<file path="src/rtl/johnson_ctr_pkg.sv">
// Shared mode encoding and state-legality helpers for the Johnson/ring counter.
// Helpers take a zero-extended state and the live width so one body serves every WIDTH.
package johnson_ctr_pkg;

   localparam int unsigned MAX_WIDTH = 32;

   typedef enum logic {
      MODE_JOHNSON = 1'b0,
      MODE_RING    = 1'b1
   } mode_e;

   // Ones in the low `width` bits; width must be 1..MAX_WIDTH.
   function automatic logic [MAX_WIDTH-1:0] width_mask(input int unsigned width);
      return {MAX_WIDTH{1'b1}} >> (MAX_WIDTH - width);
   endfunction

   // Legal Johnson codes are a run of ones anchored at bit 0 or, inverted, at the MSB.
   function automatic logic is_johnson_legal(input logic [MAX_WIDTH-1:0] state,
                                             input int unsigned          width);
      logic [MAX_WIDTH-1:0] mask;
      logic [MAX_WIDTH-1:0] lo;
      logic [MAX_WIDTH-1:0] hi;
      mask = width_mask(width);
      lo   = state & mask;
      hi   = ~state & mask;
      return ((lo & (lo + MAX_WIDTH'(1))) == '0) || ((hi & (hi + MAX_WIDTH'(1))) == '0);
   endfunction

   function automatic logic is_onehot(input logic [MAX_WIDTH-1:0] state);
      return (state != '0) && ((state & (state - MAX_WIDTH'(1))) == '0);
   endfunction

endpackage

</file>
<file path="src/rtl/johnson_ctr_next.sv">
// Next-state logic for johnson_ctr: shift rules for both modes plus one-clock
// correction of any illegal code to the mode's reset-like state.
module johnson_ctr_next
   import johnson_ctr_pkg::*;
#(
   parameter int unsigned WIDTH = 4
) (
   input  logic [WIDTH-1:0] cur_i,
   input  logic             mode_i,
   output logic [WIDTH-1:0] nxt_c
);

   logic [MAX_WIDTH-1:0] cur_ext;
   logic                 j_legal;
   logic                 r_legal;

   always_comb begin
      cur_ext = MAX_WIDTH'(cur_i);
      j_legal = is_johnson_legal(cur_ext, WIDTH);
      r_legal = is_onehot(cur_ext);
   end

   // Twisted shift in Johnson mode, plain rotate in ring mode.
   always_comb begin
      nxt_c = '0;
      if (mode_i == MODE_RING) begin
         if (r_legal) nxt_c = {cur_i[WIDTH-2:0], cur_i[WIDTH-1]};
         else         nxt_c = WIDTH'(1);
      end else begin
         if (j_legal) nxt_c = {cur_i[WIDTH-2:0], ~cur_i[WIDTH-1]};
         else         nxt_c = '0;
      end
   end

endmodule

</file>
<file path="src/rtl/johnson_ctr.sv">
// Johnson / one-hot ring counter: state register with async active-low reset;
// all sequencing lives in johnson_ctr_next.
module johnson_ctr
   import johnson_ctr_pkg::*;
#(
   parameter int unsigned WIDTH = 4
) (
   input  logic             clk,
   input  logic             rstn,
   input  logic             c,
   output logic [WIDTH-1:0] out
);

   logic [WIDTH-1:0] out_q;
   logic [WIDTH-1:0] out_d;
   logic [WIDTH-1:0] nxt_c;

   johnson_ctr_next #(
      .WIDTH (WIDTH)
   ) u_next (
      .cur_i  (out_q),
      .mode_i (c),
      .nxt_c  (nxt_c)
   );

   always_comb begin
      out_d = nxt_c;
   end

   always_ff @(posedge clk or negedge rstn) begin
      if (!rstn) out_q <= '0;
      else       out_q <= out_d;
   end

   assign out = out_q;

endmodule

</file>
<file path="config.mk">
export PLATFORM = sky130hd
export DESIGN_NAME = johnson_ctr
export DESIGN_NICKNAME = d
export VERILOG_FILES = /design/src/rtl/johnson_ctr_pkg.sv /design/src/rtl/johnson_ctr_next.sv /design/src/rtl/johnson_ctr.sv
export SDC_FILE = /design/constraint.sdc
export NUM_CORES = 1
export LEC_CHECK = 0
export ABC_AREA = 0
export CAP_MARGIN = 20
export CELL_PAD_IN_SITES_DETAIL_PLACEMENT = 1
export CELL_PAD_IN_SITES_GLOBAL_PLACEMENT = 2
export CORE_AREA = 8 8 45 47
export CTS_CLUSTER_SIZE = 40
export DETAILED_ROUTE_END_ITERATION = 12
export DIE_AREA = 0 0 53 55
export GPL_TIMING_DRIVEN = 0
export HOLD_SLACK_MARGIN = 0.15
export PLACE_DENSITY_LB_ADDON = 0.25
export SYNTH_ARGS = -nofsm -noshare
export SYNTH_HDL_FRONTEND = slang
export SYNTH_HIERARCHICAL = 1
export SYNTH_SLANG_ARGS = --single-unit
</file>
<file path="constraint.sdc">
create_clock -name clk -period 1.63 [get_ports clk]
set_input_delay 0.2445 -clock clk [delete_from_list [all_inputs] [get_ports clk]]
set_output_delay 0.2445 -clock clk [all_outputs]
set_load 0.005 [all_outputs]
</file>
-- Word-level counts from Yosys, hierarchy flattened
Cells that the tools add are included.
Widths: inputs -> output; s select.
- add/subtract/negate cells: 3
- multiply operators: 0
- divide/modulo/power cells: 0
- $lt $le $gt $ge: 0
- equal/unequal tests: 0
- shift-type cells: 0
- muxes and demuxes: 3
- bitwise gates (word level): 5
- reductions and logical operators: 6
- operators by type and width (cell ; number):
    $and 4x32->32 ; 3
    $logic_not 32->1 ; 3
    $mux 4 ; 3
    $add 4x1->5 const B ; 2
    $sub 4x1->5 const B ; 1
    $not 4->4 ; 1
    $reduce_bool 4->1 ; 1
    $logic_and 1x1->1 ; 1
    $logic_or 1x1->1 ; 1
    $not 1->1 ; 1
- register bits: 4
- latch bits: 0
- memory bits (writable): 0
- ROM bits: 0
- bits of input ports: 3
- output and inout port bits: 4
- word-level logic and storage cells: 18
- memories kept: 0

-- Logic depth before layout (Yosys ltp)
- depth after elaboration: 7
- mapped depth: 4

-- Cells and area by module
Netlist, hierarchy kept.
- by module, submodules not included (module ; times used ; cells each ; area each (um^2) ; sequential area each (um^2)):
    johnson_ctr_next ; 1 ; 23 ; 150.1 ; 0.0
    johnson_ctr ; 1 ; 4 ; 100.1 ; 100.1

-- Least setup slack after synthesis
No wires, ideal clock.
- path type: reg2reg
- from: register out_q[3] (netlist: out[3])
- to: register out_q[2] (netlist: out[2])
- library setup time: 0.119 ns
- data arrival time: 0.861 ns
- setup slack: 0.650 ns
- stages on the path, launching flop included: 5
- period minus slack after synthesis: 0.980 ns
- path through: dfrtp_1 > buf_6 > mux2i_1 > nor2_1 > o21a_1
- longest elaborated chain between the ends: 7
- elaborated cells on any way between the ends: 16
- RTL lines (what ; RTL line ; RTL):
    start, declared ; johnson_ctr.sv:14 ; logic [WIDTH-1:0] out_q;
    start signal, assigned ; johnson_ctr.sv:32 ; else out_q <= out_d;
    $not 4->4 ; johnson_ctr_pkg.sv:25 ; hi = ~state & mask;
    $add 4x1->5 ; johnson_ctr_pkg.sv:26 ; return ((lo & (lo + MAX_WIDTH'(1))) == '0) || ((hi & (hi + MAX_WIDTH'(1))) == '0);
    $and 4x32->32 ; johnson_ctr_pkg.sv:26 ;
    $logic_not 32->1 ; johnson_ctr_pkg.sv:26 ;
    $logic_or 1x1->1 ; johnson_ctr_pkg.sv:26 ;
    $mux 4 ; johnson_ctr_next.sv:30 ; if (j_legal) nxt_c = {cur_i[WIDTH-2:0], ~cur_i[WIDTH-1]};
    $mux 4 (*) ; johnson_ctr_next.sv:26 ; if (mode_i == MODE_RING) begin
    named net nxt_c[2] ; johnson_ctr.sv:16 ; logic [WIDTH-1:0] nxt_c;
The timed path passes the listed nets; every way through them passes the cells marked *.

-- Final worst setup path
- from: register out_q[2] (netlist: out[2])
- to: output out[2]
- RTL lines (what ; RTL line ; RTL):
    end, declared ; johnson_ctr.sv:11 ; output logic [WIDTH-1:0] out
No word-level cell between the ends.

==> results.md <==
* Netlist Area Pre-Place at approximately 250 µm²
* I/O pin count at 7
* Worst VDD drop at 0.472 mV
* Net count, final at 41
* Initial Util at 0.181
* Final worst setup slack at between 0.1 and 0.15 ns
* Fmax achieved at around 0.67 GHz
* Die Span Y at around 55 µm
* Area contributors post-synth: dfrtp_1, buf_6, nor4b_1, o21ai_0, o21a_1
* Max reg flops at 4
* Critical-path maximum fanout at 9
* CP required at between 1 and 1.5 ns
* Via/cell ratio at around 4.6
* Synth area leader: dfrtp_1
* Final setup viols at 0
* First-pass GRT wire length at 1160 µm
* Measured slew at the worst slew-check pin at around 0.26 ns
* Row count at 14
* Minimum clock period at 1.50 ns
* Input/output buffers at 6
* Post-CTS resize count at 0
* Wirelength per Cell at between 10 and 15 µm
* Hold crit path type: input port to async pin
* Clk buf depth at 2
* Post-CTS Setup Repair Bufs at 0
* Clock root buffer: clkbuf_4
* Startpoint Class: flip-flop
* Synthesis-stage register bit count at 4
* Clock skew at 0.000210 ns
* Pre-CTS setup slack at 0.185 ns
* Top delay family on crit path: buffers and inverters
* Cts hold-fix bufs at 0
* Sequential share of the synthesized area at 0.400
* Crit. End Element: primary output
* Full die area at between 2000 and 3000 µm²
* CTS sink cnt at 4
* Buf+Inv Stages, Crit Path at 1
* Max-slew violation count at 0
* Gpl congestion at 0.625
* Final Cycle Share at 0.921
* Placed Area at about 330 µm²
* Initial drt markers at 0
* Critical path class: flip-flop to primary output
* Die W at 53 µm
* Antenna fix cells at 0
* Final WL at between 600 and 700 µm
* RSZ-0062 raised after global routing: false
* Vias in the first global route at about 290
* Core ar. at around 1400 µm²
* Total grt overflow at 0
* Synth warnings at 6
* Number of detailed-route iterations in the first pass at 1
* Largest net degree at the start of global routing at 10
* Synthesized Nets at 30
* Commonest non-fill, non-tap cell in the layout: clkdlybuf4s50_1
* Leakage power at roughly 0.14 nW
* Max-cap viol count at 0
* H-tree depth at 1
* Layout cell share with drive strength beyond 1 at 0.139
* Synthesized area per cell at 9.27 µm²
* Post-Syn Instances at 27
* Post-DRT Antenna Nets at 0
* Initial antenna violation count at 0
* Routed vias at between 200 and 250
* Status: finished clean
* Most frequent cells in the layout: clkdlybuf4s50_1, dfrtp_1, clkbuf_4, o21ai_0
* Worst slew margin at 0.827
* TritonCTS buffer count at 3
* Area delta synth->final at 41.0%
* Critical Path Max Stage Delay at approximately 0.56 ns
* Yosys cell types at 17
* Reg clk slew, reported paths at 0.04 ns
* Post-route DRC violation count at 0
* CP cell instances: clkdlybuf4s50_1
* CTS tree: done
* Post-route cell area at between 300 and 400 µm²
* Pwr/cell area at between 1500 and 2000 nW/µm²
* Final TNS setup at 0 ns
* Crit-path slowest cell: clkdlybuf4s50_1
* Worst-Skew Late Latency at roughly 0.23 ns
* Final Hold Fails at 0
* All-Layer GR Usage at 0.0509
* Yosys top cell area share at 0.400
* Crit path DAT at around 1.3 ns
report_power, final:
| part | switching [mW] | internal, mW | total (mW) |
|---|---|---|---|
| Sequential | 0.0591 | 0.140 | 0.199 |
| Clock | 0.0386 | 0.0823 | 0.121 |
| Combinational | 0.125 | 0.177 | 0.302 |
| Total | 0.222 | 0.400 | 0.622 |
through the flow:
step | instances | util | hold slack [ns] | total power, mW
final | 52 | 0.255 | 0.217 | 0.622
after detailed placement | 49 | 0.239 | 0.465 | 0.511
after floorplan | 27 | - | -0.0511 | 0.368
after CTS | 52 | 0.255 | 0.222 | 0.634
after global routing | 52 | 0.255 | 0.229 | 0.685
after global placement | 49 | 0.239 | 0.453 | 0.492
kinds of logic after synthesis:
family          Yosys count  share of synthesized area
buf+inv                   3                      0.105
mux                       1                     0.0400
simple gates             11                      0.265
compound gates            8                      0.190
flops                     4                      0.400
cells in the mapped netlist:
library cell	n
nor2_1	1
nor4_1	1
a21oi_1	2
buf_6	2
nand2_1	1
nand3_1	1
nor2b_1	2
o21a_1	2
nor4b_1	2
nor3_1	1
mux2i_1	1
a211oi_1	1
o21ai_0	3
and2_1	1
nand2b_1	1
inv_1	1
dfrtp_1	4
worst paths after layout:
| kind | startpoint | endpoint | slack [ns] | cells past startpoint |
|---|---|---|---|---|
| worst max-delay path | out[2]$_DFF_PN0_ | out[2] | 0.13 | 1 |
| worst min-delay path | rstn | out[0]$_DFF_PN0_ | 0.22 | 1 |
| worst max register to register | out[3]$_DFF_PN0_ | out[2]$_DFF_PN0_ | 0.58 | 4 |
| worst min register to register | out[2]$_DFF_PN0_ | out[3]$_DFF_PN0_ | 0.64 | 1 |
| max in group asynchronous | rstn | out[2]$_DFF_PN0_ | 1.25 | 1 |
| min in group clk | out[2]$_DFF_PN0_ | out[3]$_DFF_PN0_ | 0.64 | 1 |
metal layers:
| layer | GRT usage | vias up | wire, µm |
|---|---|---|---|
| met5 | 0 | - | 0 |
| li1 | - | 117 | - |
| met1 | 0.0550 | 118 | 279 |
| met2 | 0.0918 | 4 | 332 |
| met4 | 0.0259 | 0 | 0 |
| met3 | 0.0107 | 0 | 41 |
area by class of cell:
class                   count  area, µm²
fillers                   162       1030
multi-input cells          20        124
flip-flops and latches      4        100
repair buffers              6       60.1
clock buffers               3       22.5
plain buffers               2       22.5
well taps                  16       20.0
inverters                   1       3.75
Power figures use the tool's default switching activity.
